### src/rtl/rggen_rtl_pkg.sv
// Shared register-bus definitions: transfer direction, response status codes
// and small sizing helpers used across the rggen RTL.
package rggen_rtl_pkg;

   typedef enum logic {
      RGGEN_READ  = 1'b0,
      RGGEN_WRITE = 1'b1
   } rggen_direction;

   typedef enum logic [1:0] {
      RGGEN_OKAY          = 2'b00,
      RGGEN_EXOKAY        = 2'b01,
      RGGEN_SLAVE_ERROR   = 2'b10,
      RGGEN_ADDRESS_ERROR = 2'b11
   } rggen_status;

   // Index width that stays legal (at least 1 bit) for a single-entry set.
   function automatic int rggen_id_width(int n);
      return (n > 1) ? $clog2(n) : 1;
   endfunction

endpackage

### src/rtl/rggen_round_robin_select.sv
// Combinational round-robin pick: first requester strictly after last_grant,
// found by priority-encoding a doubled, masked copy of the request vector.
module rggen_round_robin_select
   import rggen_rtl_pkg::*;
#(
   parameter  int N    = 2,
   localparam int ID_W = rggen_id_width(N)
)(
   input  logic [N-1:0]    request,
   input  logic [ID_W-1:0] last_grant,
   output logic            found,
   output logic [ID_W-1:0] select_id
);

   logic [2*N-1:0] request_x2;
   logic [2*N-1:0] masked;

   assign request_x2 = {request, request};

   // The upper copy is never masked, so the search always wraps around.
   generate
      for (genvar gi = 0; gi < 2*N; gi++) begin : g_mask
         assign masked[gi] = request_x2[gi] && (gi > int'(last_grant));
      end
   endgenerate

   always_comb begin
      select_id = '0;
      for (int i = 2*N-1; i >= 0; i--) begin
         if (masked[i]) begin
            select_id = ID_W'((i >= N) ? (i - N) : i);
         end
      end
   end

   assign found = |request;

endmodule

### src/rtl/rggen_bus_arbiter.sv
// Round-robin sharing of one register-bus master among NUM_HOSTS requesters;
// the granted command is held until bus_done and completion goes to the winner.
module rggen_bus_arbiter
   import rggen_rtl_pkg::*;
#(
   parameter  int NUM_HOSTS     = 2,
   parameter  int ADDRESS_WIDTH = 16,
   parameter  int DATA_WIDTH    = 32,
   localparam int ID_W          = rggen_id_width(NUM_HOSTS),
   localparam int STRB_W        = DATA_WIDTH / 8
)(
   input  logic                                   clk,
   input  logic                                   rst_n,
   input  logic [NUM_HOSTS-1:0]                   host_request,
   input  logic [NUM_HOSTS-1:0][ADDRESS_WIDTH-1:0] host_address,
   input  logic [NUM_HOSTS-1:0]                   host_direction,
   input  logic [NUM_HOSTS-1:0][DATA_WIDTH-1:0]   host_write_data,
   input  logic [NUM_HOSTS-1:0][STRB_W-1:0]       host_write_strobe,
   output logic [NUM_HOSTS-1:0]                   host_done,
   output logic [DATA_WIDTH-1:0]                  host_read_data,
   output logic [1:0]                             host_status,
   output logic                                   bus_request,
   output logic [ADDRESS_WIDTH-1:0]               bus_address,
   output logic                                   bus_direction,
   output logic [DATA_WIDTH-1:0]                  bus_write_data,
   output logic [STRB_W-1:0]                      bus_write_strobe,
   input  logic                                   bus_done,
   input  logic [DATA_WIDTH-1:0]                  bus_read_data,
   input  logic [1:0]                             bus_status
);

   typedef enum logic {
      IDLE = 1'b0,
      BUSY = 1'b1
   } state_t;

   state_t                   state_reg;
   state_t                   state_next;
   logic                     found;
   logic [ID_W-1:0]          select_id;
   logic [ID_W-1:0]          grant_id_reg;
   logic [ID_W-1:0]          last_grant_reg;
   logic [ADDRESS_WIDTH-1:0] cmd_address_reg;
   logic                     cmd_direction_reg;
   logic [DATA_WIDTH-1:0]    cmd_write_data_reg;
   logic [STRB_W-1:0]        cmd_write_strobe_reg;

   generate
      if (NUM_HOSTS > 1) begin : g_arbiter
         rggen_round_robin_select #(
            .N (NUM_HOSTS)
         ) u_select (
            .request    (host_request),
            .last_grant (last_grant_reg),
            .found      (found),
            .select_id  (select_id)
         );
      end else begin : g_single
         assign found     = host_request[0];
         assign select_id = '0;
      end
   endgenerate

   always_ff @(posedge clk) begin
      if (!rst_n) begin
         state_reg <= IDLE;
      end else begin
         state_reg <= state_next;
      end
   end

   always_comb begin
      state_next = state_reg;
      case (state_reg)
         IDLE:    if (found)    state_next = BUSY;
         BUSY:    if (bus_done) state_next = IDLE;
         default: state_next = IDLE;
      endcase
   end

   // Command is captured only when leaving IDLE, so host changes during BUSY are ignored.
   always_ff @(posedge clk) begin
      if (!rst_n) begin
         last_grant_reg       <= ID_W'(NUM_HOSTS - 1);
         grant_id_reg         <= '0;
         cmd_address_reg      <= '0;
         cmd_direction_reg    <= RGGEN_READ;
         cmd_write_data_reg   <= '0;
         cmd_write_strobe_reg <= '0;
      end else begin
         if ((state_reg == IDLE) && found) begin
            grant_id_reg         <= select_id;
            cmd_address_reg      <= host_address[select_id];
            cmd_direction_reg    <= host_direction[select_id];
            cmd_write_data_reg   <= host_write_data[select_id];
            cmd_write_strobe_reg <= host_write_strobe[select_id];
         end
         if ((state_reg == BUSY) && bus_done) begin
            last_grant_reg <= grant_id_reg;
         end
      end
   end

   always_comb begin
      bus_request    = (state_reg == BUSY);
      host_done      = '0;
      host_read_data = '0;
      host_status    = RGGEN_OKAY;
      if (state_reg == BUSY) begin
         host_read_data = bus_read_data;
         host_status    = bus_status;
         if (bus_done) begin
            host_done[grant_id_reg] = 1'b1;
         end
      end
   end

   assign bus_address      = cmd_address_reg;
   assign bus_direction    = cmd_direction_reg;
   assign bus_write_data   = cmd_write_data_reg;
   assign bus_write_strobe = cmd_write_strobe_reg;

endmodule
### config.mk
export PLATFORM = sky130hd
export DESIGN_NAME = rggen_bus_arbiter
export DESIGN_NICKNAME = d
export VERILOG_FILES = /design/src/rtl/rggen_rtl_pkg.sv /design/src/rtl/rggen_round_robin_select.sv /design/src/rtl/rggen_bus_arbiter.sv
export SDC_FILE = /design/constraint.sdc
export NUM_CORES = 1
export LEC_CHECK = 0
export ABC_CLOCK_PERIOD_IN_PS = 2800
export CORE_UTILIZATION = 34
export CTS_CLUSTER_SIZE = 14
export DETAILED_ROUTE_END_ITERATION = 16
export GPL_ROUTABILITY_DRIVEN = 0
export PLACE_DENSITY_LB_ADDON = 0.2
export SLEW_MARGIN = 20
export SYNTH_ARGS = -nofsm -noshare
export SYNTH_HDL_FRONTEND = slang
export SYNTH_HIERARCHICAL = 1
export SYNTH_SLANG_ARGS = --single-unit
### constraint.sdc
create_clock -name clk -period 2.8 [get_ports clk]
set_input_delay 0.28 -clock clk [delete_from_list [all_inputs] [get_ports clk]]
set_output_delay 0.28 -clock clk [all_outputs]
set_load 0.01 [all_outputs]
==> flow_metrics.py <==
metrics = {
    "global_routing": {
        "grt_max_degree": 59,
        "antenna_violations_before_repair": 0,
        "grt_first_pass_wirelength_um": 13910,
        "first_global_vias": 2713,
        "grt_util_all_layers_pct": 21.13,
        "grt_overflow": 0,
    },
    "layout": {
        "areaGrowthSynthToFinish_pct": 90.50,
        "final_util_pct": 68.76,
        "largest_register_ffs": 32,
        "finish.net_count": 653,
        "post_route_cells_drive_above_1_share_pct": 3.143,
        "antenna_cells": 0,
    },
    "yosys": {
        "synth_ff_type": "sky130_fd_sc_hd__dfxtp_1",
        "syn-instance-count": 289,
        "async_reset_ff_share_pct": 0,
        "yosys-top-cells-count": "sky130_fd_sc_hd__dfxtp_1 (56), sky130_fd_sc_hd__a21oi_1 (54), sky130_fd_sc_hd__mux2i_1 (54)",
        "yosys_warnings": 6,
        "synthesis.area_um2": 2674,
        "ys_seq_elements": 56,
        "mappedNetlistNets": 434,
        "synth_top_cells_by_area": "sky130_fd_sc_hd__dfxtp_1 (42%), sky130_fd_sc_hd__mux2i_1 (20%), sky130_fd_sc_hd__a21oi_1 (10%)",
        "syn-mean-instance-area_um2": 9.252,
        "yosysMostFrequentCell": "sky130_fd_sc_hd__dfxtp_1",
        "synth_sequential_area_ratio_pct": 41.93,
        "synth_top_area_cell": "sky130_fd_sc_hd__dfxtp_1",
        "synth_largest_type_area_fraction_pct": 41.93,
        "synth_cell_types": 17,
        "synth_edf_count": 0,
    },
    "routing": {
        "drt_iter0_markers": 74,
        "route.antenna.remaining_nets": 0,
        "detail_route.vias_per_cell": 4.740,
        "avgRoutedWirePerCell_um": 14.92,
        "finalWirelength_um": 9071,
        "drtPass1Iterations": 4,
        "route.vias.total": 2882,
        "remaining_drc_errors": 0,
    },
    "clock_tree": {
        "tritoncts.num_buffers": 5,
        "post_cts_buffers": 0,
        "hold_buffers": 0,
        "insertion_delay_ns": 0.31,
        "postCtsResizedCells": 0,
        "total_clock_sinks": 56,
        "clock_tree.root_cell": "sky130_fd_sc_hd__clkbuf_8",
        "worst_setup_hold_path_clk_slew_ns": 0.09,
        "clockBufferDepth": 2,
        "tritoncts": "built",
        "cts-htree-levels": 2,
    },
    "worst_setup_path": {
        "setup.worst_path.end_class": "primary output",
        "launching_element_type_of_the_critical_path": "flop",
        "crit_fanout": 39,
        "type_of_the_setup_path_with_the_least_slack": "reg -> out",
        "critical_path_required_ns": 2.52,
        "crit_arrival_ns": 1.71,
    },
    "place": {
        "dp_hpwl_um": 6933,
        "placement.io_buffers": 234,
    },
    "timing": {
        "timing_worst_slew_pin_value_ns": 0.5058,
        "relSlewSlack_pct": 66.28,
        "final.setup_skew_ns": 0.008483,
        "rsz0062_at_grt": "false",
        "layout_min_cycle_time_ns": 1.986,
        "report.final.hold_viol_count": 0,
        "fin_setup_tns_ns": 0,
        "period_share_pct": 70.92,
        "achievable-frequency_ghz": 0.5036,
        "setup_viol": 0,
        "finalMaxSlewViolations": 0,
        "whs_ns": 0.5450,
    },
    "floorplan": {
        "fp.dieArea_um2": 8223,
        "chipHeight_um": 90.68,
        "rows": 31,
        "die_width_um": 90.68,
        "core_region_area_um2": 7408,
        "initial_core_utilization_pct": 36.09,
        "io_pins": 235,
    },
    "status": {
        "run_status": "finished clean",
    },
    "worst_hold_path": {
        "hold_class": "reg -> reg",
    },
    "pwr": {
        "leakagePower_nw": 1.939,
        "p_per_area_nw_per_um2": 417.3,
        "maximum_ir_drop_on_the_vdd_rail_v": 0.0002648,
    },
    "flow_run": {
        "maxCapViolCount": 0,
    },
}
==> worst max-delay path, cell delays in order (launching register included) <==
cell	delay [ns]
sky130_fd_sc_hd__dfxtp_1	0.32
sky130_fd_sc_hd__buf_4	0.28
sky130_fd_sc_hd__and3_1	0.23
sky130_fd_sc_hd__clkdlybuf4s50_1	0.57
==> layer usage <==
layer	wire, um	part of all wire (%)	up-vias	GRT usage, %
li1	-	-	1455	-
met1	3577	39	1296	23.66
met2	4729	52	117	38.13
met3	574	6.3	14	5.808
met4	191	2.1	0	7.258
met5	0	0	-	0
==> layout by cell type (no fill, tap or decap) <==
master,synthesis,final
sky130_fd_sc_hd__a21boi_4,0,1
sky130_fd_sc_hd__a21oi_1,54,54
sky130_fd_sc_hd__and2_1,34,34
sky130_fd_sc_hd__and3_1,1,1
sky130_fd_sc_hd__buf_4,0,6
sky130_fd_sc_hd__clkbuf_8,0,6
sky130_fd_sc_hd__clkdlybuf4s50_1,0,234
sky130_fd_sc_hd__clkinv_2,0,1
sky130_fd_sc_hd__dfxtp_1,56,56
sky130_fd_sc_hd__inv_6,0,1
sky130_fd_sc_hd__mux2i_1,54,54
sky130_fd_sc_hd__nand2_1,2,2
sky130_fd_sc_hd__nor2_1,1,1
sky130_fd_sc_hd__nor2b_1,2,2
sky130_fd_sc_hd__nor2b_4,0,1
sky130_fd_sc_hd__o21a_1,1,1
sky130_fd_sc_hd__o21ai_0,53,53
sky130_fd_sc_hd__or2_1,1,1
==> stage by stage <==
| step | power [mW] | worst slack, ns | instance area (um^2) | instances |
|---|---|---|---|---|
| 6_report | 2.126 | 0.8141 | 5094 | 608 |
| 5_1_grt | 2.244 | 0.7078 | 5094 | 608 |
| 4_1_cts | 2.147 | 0.8002 | 5094 | 608 |
| 3_5_place_dp | 1.674 | 0.8780 | 4997 | 600 |
| 3_3_place_gp | 1.660 | 0.9361 | 4997 | 600 |
| 2_1_floorplan | 1.233 | 1.562 | 2674 | 289 |
==> final cells by class <==
cell class,instances,area [um^2]
tap,99,123.9
multi-input combinational,205,1365
fill,608,2315
sequential,56,1121
timing repair buffer,240,2387
clock buffer,6,82.58
clock inverter,2,13.76
==> path summary, 6_finish.rpt <==
kind | startpoint | end | slack, ns | cells past startpoint
worst max-delay path | bus_request$_SDFF_PN0_ | host_done[1] | 0.81 | 3
worst max register to register | last_grant_reg$_SDFFE_PN1P_ | bus_address[2]$_SDFFE_PN0P_ | 1.32 | 4
worst min-delay path | grant_id_reg$_SDFFE_PN0P_ | grant_id_reg$_SDFFE_PN0P_ | 0.54 | 2
worst min register to register | grant_id_reg$_SDFFE_PN0P_ | grant_id_reg$_SDFFE_PN0P_ | 0.54 | 2
==> power breakdown <==
part	total, mW	leakage [nW]	internal [mW]	switching, mW
Combinational	0.734	1.42	0.457	0.277
Clock	0.472	0.0516	0.203	0.269
Sequential	0.919	0.466	0.879	0.0392
==> cells by family (layout without fill, tap and decap cells) <==
kind of cell | count (synthesis) | in the layout | share of synthesized area, %
mux | 54 | 54 | 20.22
flops | 56 | 56 | 41.93
buf+inv | 28 | 248 | 7.627
compound gates | 109 | 109 | 20.59
simple gates | 42 | 42 | 9.640
No activity file was read; power rests on OpenSTA's default activity.
